$ cat src/rtl/netwalk_match_resolver.sv
// Serialises a multi-hit match vector into one-hot grants, lowest bit first,
// with valid/ready handshakes on both sides plus match count and empty-match reporting.
module netwalk_match_resolver #(
   parameter int ENCODER_OUT_WIDTH = 6,
   parameter int MATCH_WIDTH       = 1 << ENCODER_OUT_WIDTH,
   parameter int COUNT_WIDTH       = ENCODER_OUT_WIDTH + 1
) (
   input  logic                   clk,
   input  logic                   reset,
   input  logic [MATCH_WIDTH-1:0] match_in,
   input  logic                   match_valid,
   output logic                   match_ready,
   output logic [MATCH_WIDTH-1:0] grant_out,
   output logic                   grant_valid,
   input  logic                   grant_ready,
   output logic                   grant_last,
   output logic [COUNT_WIDTH-1:0] grant_seq,
   output logic [COUNT_WIDTH-1:0] match_count,
   output logic                   no_match
);

   typedef enum logic [0:0] {
      IDLE  = 1'b0,
      ISSUE = 1'b1
   } state_t;

   localparam logic [MATCH_WIDTH-1:0] ONE_M = {{(MATCH_WIDTH-1){1'b0}}, 1'b1};
   localparam logic [COUNT_WIDTH-1:0] ONE_C = {{(COUNT_WIDTH-1){1'b0}}, 1'b1};

   state_t                 state_r;
   logic [MATCH_WIDTH-1:0] pending_r;
   logic [MATCH_WIDTH-1:0] grant_out_r;
   logic                   grant_valid_r;
   logic                   grant_last_r;
   logic [COUNT_WIDTH-1:0] grant_seq_r;
   logic [COUNT_WIDTH-1:0] match_count_r;
   logic                   no_match_r;
   logic [MATCH_WIDTH-1:0] remain_s;
   logic                   match_ready_s;
   logic                   accept_s;

   function automatic logic [MATCH_WIDTH-1:0] lowest_bit(input logic [MATCH_WIDTH-1:0] v);
      return v & (~v + ONE_M);
   endfunction

   function automatic logic single_bit(input logic [MATCH_WIDTH-1:0] v);
      return ((v & (v - ONE_M)) == {MATCH_WIDTH{1'b0}});
   endfunction

   function automatic logic [COUNT_WIDTH-1:0] popcount(input logic [MATCH_WIDTH-1:0] v);
      logic [COUNT_WIDTH-1:0] cnt;
      cnt = {COUNT_WIDTH{1'b0}};
      for (int i = 0; i < MATCH_WIDTH; i++) begin
         cnt = cnt + {{(COUNT_WIDTH-1){1'b0}}, v[i]};
      end
      return cnt;
   endfunction

   // Ready decode: the last grant being consumed frees the slot in the same cycle
   always_comb begin
      match_ready_s = 1'b0;
      case (state_r)
         IDLE:    match_ready_s = 1'b1;
         ISSUE:   match_ready_s = grant_ready & grant_last_r;
         default: match_ready_s = 1'b0;
      endcase
      accept_s = match_valid & match_ready_s;
      remain_s = pending_r & ~grant_out_r;
   end

   // Issue FSM; grant outputs are precomputed from the next pending value
   always_ff @(posedge clk or negedge reset) begin
      if (!reset) begin
         state_r       <= IDLE;
         pending_r     <= {MATCH_WIDTH{1'b0}};
         grant_out_r   <= {MATCH_WIDTH{1'b0}};
         grant_valid_r <= 1'b0;
         grant_last_r  <= 1'b0;
         grant_seq_r   <= {COUNT_WIDTH{1'b0}};
         match_count_r <= {COUNT_WIDTH{1'b0}};
         no_match_r    <= 1'b0;
      end else begin
         no_match_r <= 1'b0;
         case (state_r)
            IDLE, ISSUE: begin
               if (accept_s) begin
                  if (match_in == {MATCH_WIDTH{1'b0}}) begin
                     no_match_r    <= 1'b1;
                     state_r       <= IDLE;
                     pending_r     <= {MATCH_WIDTH{1'b0}};
                     grant_out_r   <= {MATCH_WIDTH{1'b0}};
                     grant_valid_r <= 1'b0;
                     grant_last_r  <= 1'b0;
                  end else begin
                     state_r       <= ISSUE;
                     pending_r     <= match_in;
                     grant_out_r   <= lowest_bit(match_in);
                     grant_valid_r <= 1'b1;
                     grant_last_r  <= single_bit(match_in);
                     grant_seq_r   <= {COUNT_WIDTH{1'b0}};
                     match_count_r <= popcount(match_in);
                  end
               end else if (state_r == ISSUE && grant_ready) begin
                  if (grant_last_r) begin
                     state_r       <= IDLE;
                     pending_r     <= {MATCH_WIDTH{1'b0}};
                     grant_out_r   <= {MATCH_WIDTH{1'b0}};
                     grant_valid_r <= 1'b0;
                     grant_last_r  <= 1'b0;
                  end else begin
                     pending_r    <= remain_s;
                     grant_out_r  <= lowest_bit(remain_s);
                     grant_last_r <= single_bit(remain_s);
                     grant_seq_r  <= grant_seq_r + ONE_C;
                  end
               end else begin
                  state_r <= state_r;
               end
            end
            default: begin
               state_r       <= IDLE;
               pending_r     <= {MATCH_WIDTH{1'b0}};
               grant_out_r   <= {MATCH_WIDTH{1'b0}};
               grant_valid_r <= 1'b0;
               grant_last_r  <= 1'b0;
            end
         endcase
      end
   end

   assign match_ready = match_ready_s;
   assign grant_out   = grant_out_r;
   assign grant_valid = grant_valid_r;
   assign grant_last  = grant_last_r;
   assign grant_seq   = grant_seq_r;
   assign match_count = match_count_r;
   assign no_match    = no_match_r;

endmodule

$ cat config.mk
export PLATFORM = sky130hd
export DESIGN_NAME = netwalk_match_resolver
export DESIGN_NICKNAME = d
export VERILOG_FILES = /design/src/rtl/netwalk_match_resolver.sv
export SDC_FILE = /design/constraint.sdc
export NUM_CORES = 1
export LEC_CHECK = 0
export CAP_MARGIN = 10
export CORE_ASPECT_RATIO = 1.4
export CORE_MARGIN = 4
export CORE_UTILIZATION = 49
export CTS_BUF_LIST = sky130_fd_sc_hd__clkbuf_8
export CTS_CLUSTER_SIZE = 28
export DETAILED_ROUTE_END_ITERATION = 10
export GPL_TIMING_DRIVEN = 0
export PLACE_DENSITY = 0.71
export SLEW_MARGIN = 20
export SYNTH_ARGS = -nofsm -noshare
export SYNTH_HDL_FRONTEND = slang
export SYNTH_SLANG_ARGS = --single-unit
$ cat constraint.sdc
create_clock -name clk -period 4.8 [get_ports clk]
set_clock_uncertainty 0.1 [all_clocks]
set_input_delay 0.96 -clock clk [delete_from_list [all_inputs] [get_ports clk]]
set_output_delay 0.96 -clock clk [all_outputs]
set_load 0.005 [all_outputs]
==> out/metrics.sh <==
FINAL_LAYOUT_SIZE_SUFFIX_GT1_SHARE_PCT=11.9
DRCVIOLATIONCOUNT=0
CP_SLOWEST_CELL='sky130_fd_sc_hd__fa_2'
CP_DATA_ARRIVAL_TIME_PS=6670
MAX_INCR_DELAY_ON_CP_PS=630
FINALWIRELENGTH_MM=55.4
FAILED_CHECKS='negative setup slack'
LARGEST_NET_DEGREE_AT_THE_START_OF_GLOBAL_ROUTING=91
TIMING.SLEW.HEADROOM_PCT=17.0
CELLLEAKAGEPOWER_nW=5.46
PLACE_HPWL_MM=42.3
EDFF_COUNT_SYNTH=0
GRT_PASS1_VIAS=12742
RSZ0062_AT_GRT='true'
DRT-INITIAL-DRC-COUNT=1600
FLOORPLAN.INITIALDENSITY_PCT=50.3
CRITPATHLAUNCHTYPE='primary input'
INSERTION_DELAY_PS=510
YOSYS_WARNINGS=0
YOSYS_MOST_USED_DFF='sky130_fd_sc_hd__dfrtp_1'
DETAILEDPLACE.WORSTSLACK_PS=-2690
WORST_HOLD_PATH_TYPE='primary input to asynchronous set/reset pin'
CLOCK-SINKS=144
POST_DRT_VIA_CELL_RATIO=6.92
DESIGN.DIE.AREA_UM2=25200
SYN-MEAN-INSTANCE-AREA_UM2=8.27
CLOCKBUFFERDEPTH=2
SYNTH-SEQ-CELLS=144
ANTENNA_FOUND_INITIAL=3
DIEHEIGHT_UM=186
SYNTH_SEQUENTIAL_AREA_RATIO_PCT=32.4
CTS.REPORTEDPATHS.CLKPINSLEW_PS=90
CRITPATHCAPTURETYPE='register'
WORSTPATHCELLLIST='buf_2 > inv_2 > fa_2 > fa_2 > inv_1 > fa_1 > fa_2 > fa_2 > fa_2 > inv_2 > fa_2 > fa_2 > inv_2 > ha_4 > fa_2 > a21o_1 > a21oi_2 > buf_4 > xnor2_2 > o21ai_1'
FP-ROW-COUNT=64
POWER_PER_CELL_AREA_nW_PER_UM2=834
WORSTMARGINPINSLEW_PS=1240
LAYOUT_COMMONEST_CELL='sky130_fd_sc_hd__nor2_1'
DETAIL_ROUTE.WL_PER_CELL_UM=30.2
CTS.HTREE.LEVELS=4
CTS_MADE_BUFFERS=17
DIE-WIDTH_UM=135
CAP_VIOLATIONS=0
ANTENNA_VIOLATING_NETS_POST_ROUTE=0
FINAL_CELLS=1834
TOP_LAYER_USED='met5'
WORST_PATH_MOST_REPEATED_CELL='sky130_fd_sc_hd__fa_2'
WIRE_LENGTH_OF_THE_FIRST_GLOBAL_ROUTING_PASS_MM=81.1
FMAX_ACHIEVED_MHz=157
WORST_VDD_IR_V=0.00194
GR-TOTAL-OVERFLOW=0
WL_MET2_MM=25.3
POST_CTS_HOLD_BUFFER_COUNT=0
GP_CONGESTION=1.03
SYNTHDISTINCTLIBCELLS=74
MOSTFREQUENTLAYOUTCELLS='sky130_fd_sc_hd__nor2_1 (154), sky130_fd_sc_hd__dfrtp_1 (144), sky130_fd_sc_hd__o21ai_0 (130), sky130_fd_sc_hd__nand2_1 (108), sky130_fd_sc_hd__clkdlybuf4s50_1 (108)'
CRITPATHKIND='primary input to register'
FIRST_PASS_ITERS=6
FINALHOLDWORSTSLACK_PS=249
NUM_VIAS=12699
IO_PINS=150
SYNTH-ASYNC-RESET-RATIO_PCT=100
CLOCK_TREE.ROOT_CELL='sky130_fd_sc_hd__clkbuf_8'
TIMING.FINAL.SETUP_VIOLATIONS=8
FINAL_CRITICAL_PATH_REQUIRED_PERIOD_PS=6380
REQUIRED_TIME_AT_THE_WORST_SLACK_ENDPOINT_PS=5080
IO_BUFFERS=147
WORST_SLACK_PS=-1580
DPL.CELL_COUNT=1790
POST_SYN_INSTANCES=1344
SYNTH_AREA_UM2=11100
FINAL_NETS=1665
SYNTH_FP_NETS=1486
ROUTED-WL-MET3_MM=5.72
WORSTPATHMAXFANOUT=5
TRITONCTS='built'
GRT_USE_TOTAL_PCT=44.2
LAYOUT-AREA-OVERHEAD-VS-SYNTH_PCT=23.3
DRV_SLEW=0
FINAL_HOLD_VIOL_COUNT=0
FINAL_MIN_PERIOD_OVER_CLOCK_PERIOD_PCT=133
MET1_WL_MM=18.4
OUTCOME='finished, violations left'
FP.COREAREA_UM2=22100
[metal layers]
| layer | track usage, % | vias up |
|---|---|---|
| met4 | 36.1 | 4 |
| li1 | - | 5262 |
| met3 | 11.5 | 386 |
| met2 | 70.7 | 1018 |
| met1 | 49.7 | 6029 |
| met5 | 0 | - |
[kinds of logic after synthesis]
logic type	synth area share, %
xor gates and xnor gates	0.630
DFF	32.4
and+or+nand+nor	30.4
muxes	0.0901
AOI/OAI and AO/OA	19.1
buffers and inverters	5.22
adders and majority gates	12.2
[cell type report]
type	instances	area, um2
diodes	1	2.50
clock inverters	12	143
repair buffers	160	1560
clock buffers	20	275
fillers	1993	8390
flip-flops and latches	144	3600
plain buffers	59	278
well taps	297	372
multi-input cells	1054	7110
inverters	87	364
[synth_stat cells (5+ instances only)]
library cell | count | area (um2)
sky130_fd_sc_hd__nor4_2 | 7 | 87.6
sky130_fd_sc_hd__and4_1 | 5 | 43.8
sky130_fd_sc_hd__and3_1 | 6 | 37.5
sky130_fd_sc_hd__nand3_1 | 61 | 305
sky130_fd_sc_hd__nand2_1 | 109 | 409
sky130_fd_sc_hd__or4_1 | 16 | 120
sky130_fd_sc_hd__nand2b_1 | 28 | 175
sky130_fd_sc_hd__o21ai_0 | 136 | 681
sky130_fd_sc_hd__and2_1 | 7 | 43.8
sky130_fd_sc_hd__inv_1 | 87 | 327
sky130_fd_sc_hd__nor2_1 | 155 | 582
sky130_fd_sc_hd__ha_1 | 20 | 250
sky130_fd_sc_hd__clkbuf_1 | 44 | 165
sky130_fd_sc_hd__buf_1 | 5 | 18.8
sky130_fd_sc_hd__a221oi_1 | 7 | 61.3
sky130_fd_sc_hd__nand3b_1 | 6 | 45.0
sky130_fd_sc_hd__dfrtp_1 | 144 | 3600
sky130_fd_sc_hd__a21oi_1 | 55 | 275
sky130_fd_sc_hd__nor3_1 | 50 | 250
sky130_fd_sc_hd__or3_1 | 9 | 56.3
sky130_fd_sc_hd__nor2b_1 | 57 | 357
sky130_fd_sc_hd__or2_2 | 5 | 31.3
sky130_fd_sc_hd__nand4_1 | 39 | 244
sky130_fd_sc_hd__buf_2 | 6 | 30.0
sky130_fd_sc_hd__o41ai_1 | 5 | 43.8
sky130_fd_sc_hd__a32oi_1 | 18 | 158
sky130_fd_sc_hd__fa_1 | 54 | 1080
sky130_fd_sc_hd__a31oi_1 | 42 | 263
sky130_fd_sc_hd__a22o_1 | 30 | 263
sky130_fd_sc_hd__o31ai_1 | 7 | 52.6
sky130_fd_sc_hd__nor4_1 | 39 | 244
[stage by stage]
stage / util, % / power [mW] / setup TNS, ps / instance area [um2]
finish: 62.0 / 11.4 / -9480 / 13700
global route: 62.0 / 12.1 / -10290 / 13700
floorplan: - / 5.65 / -9330 / 11200
global placement: 58.8 / 7.12 / -504030 / 13000
CTS: 61.6 / 9.85 / -8830 / 13600
detailed placement: 59.1 / 7.46 / -49520 / 13100
[worst paths after layout]
check | startpoint | to | slack [ps] | depth (start not counted)
worst max register to register | pending_r[2]$_DFFE_PN0P_ | grant_last$_DFFE_PN0P_ | 0 | 11
worst min register to register | pending_r[51]$_DFFE_PN0P_ | pending_r[51]$_DFFE_PN0P_ | 380 | 2
worst max-delay path | match_in[37] | match_count[4]$_DFFE_PN0P_ | -1580 | 20
min in group clk | pending_r[51]$_DFFE_PN0P_ | pending_r[51]$_DFFE_PN0P_ | 380 | 2
max in group asynchronous | reset | match_count[4]$_DFFE_PN0P_ | 3490 | 2
worst min-delay path | reset | pending_r[43]$_DFFE_PN0P_ | 250 | 1
[sequential cells by signal, summed over array words and instances, names as in the netlist]
register,count
pending_r,64
grant_valid,1
grant_seq,7
grant_out,63
grant_last,1
no_match,1
match_count,7
[report_power, final]
group	internal, mW	switching, mW
Combinational	4.27	4.37
Sequential	1.47	0.230
Clock	0.550	0.533
[worst max-delay path, delay by kind of cell]
family / cells / cell delay [ps]
adders and majority gates: 10 / 4590
buffers and inverters: 6 / 580
AOI/OAI and AO/OA: 3 / 410
xor gates and xnor gates: 1 / 120
[what timing repair did]
action,CTS,global route
buffers inserted,7,4
pin swaps,45,27
endpoints found under the setup margin,31,23
endpoints found under the hold margin,0,0
cloned,0,0
gates resized for setup,239,25
Note: power is estimated with default switching activity, not from simulation.
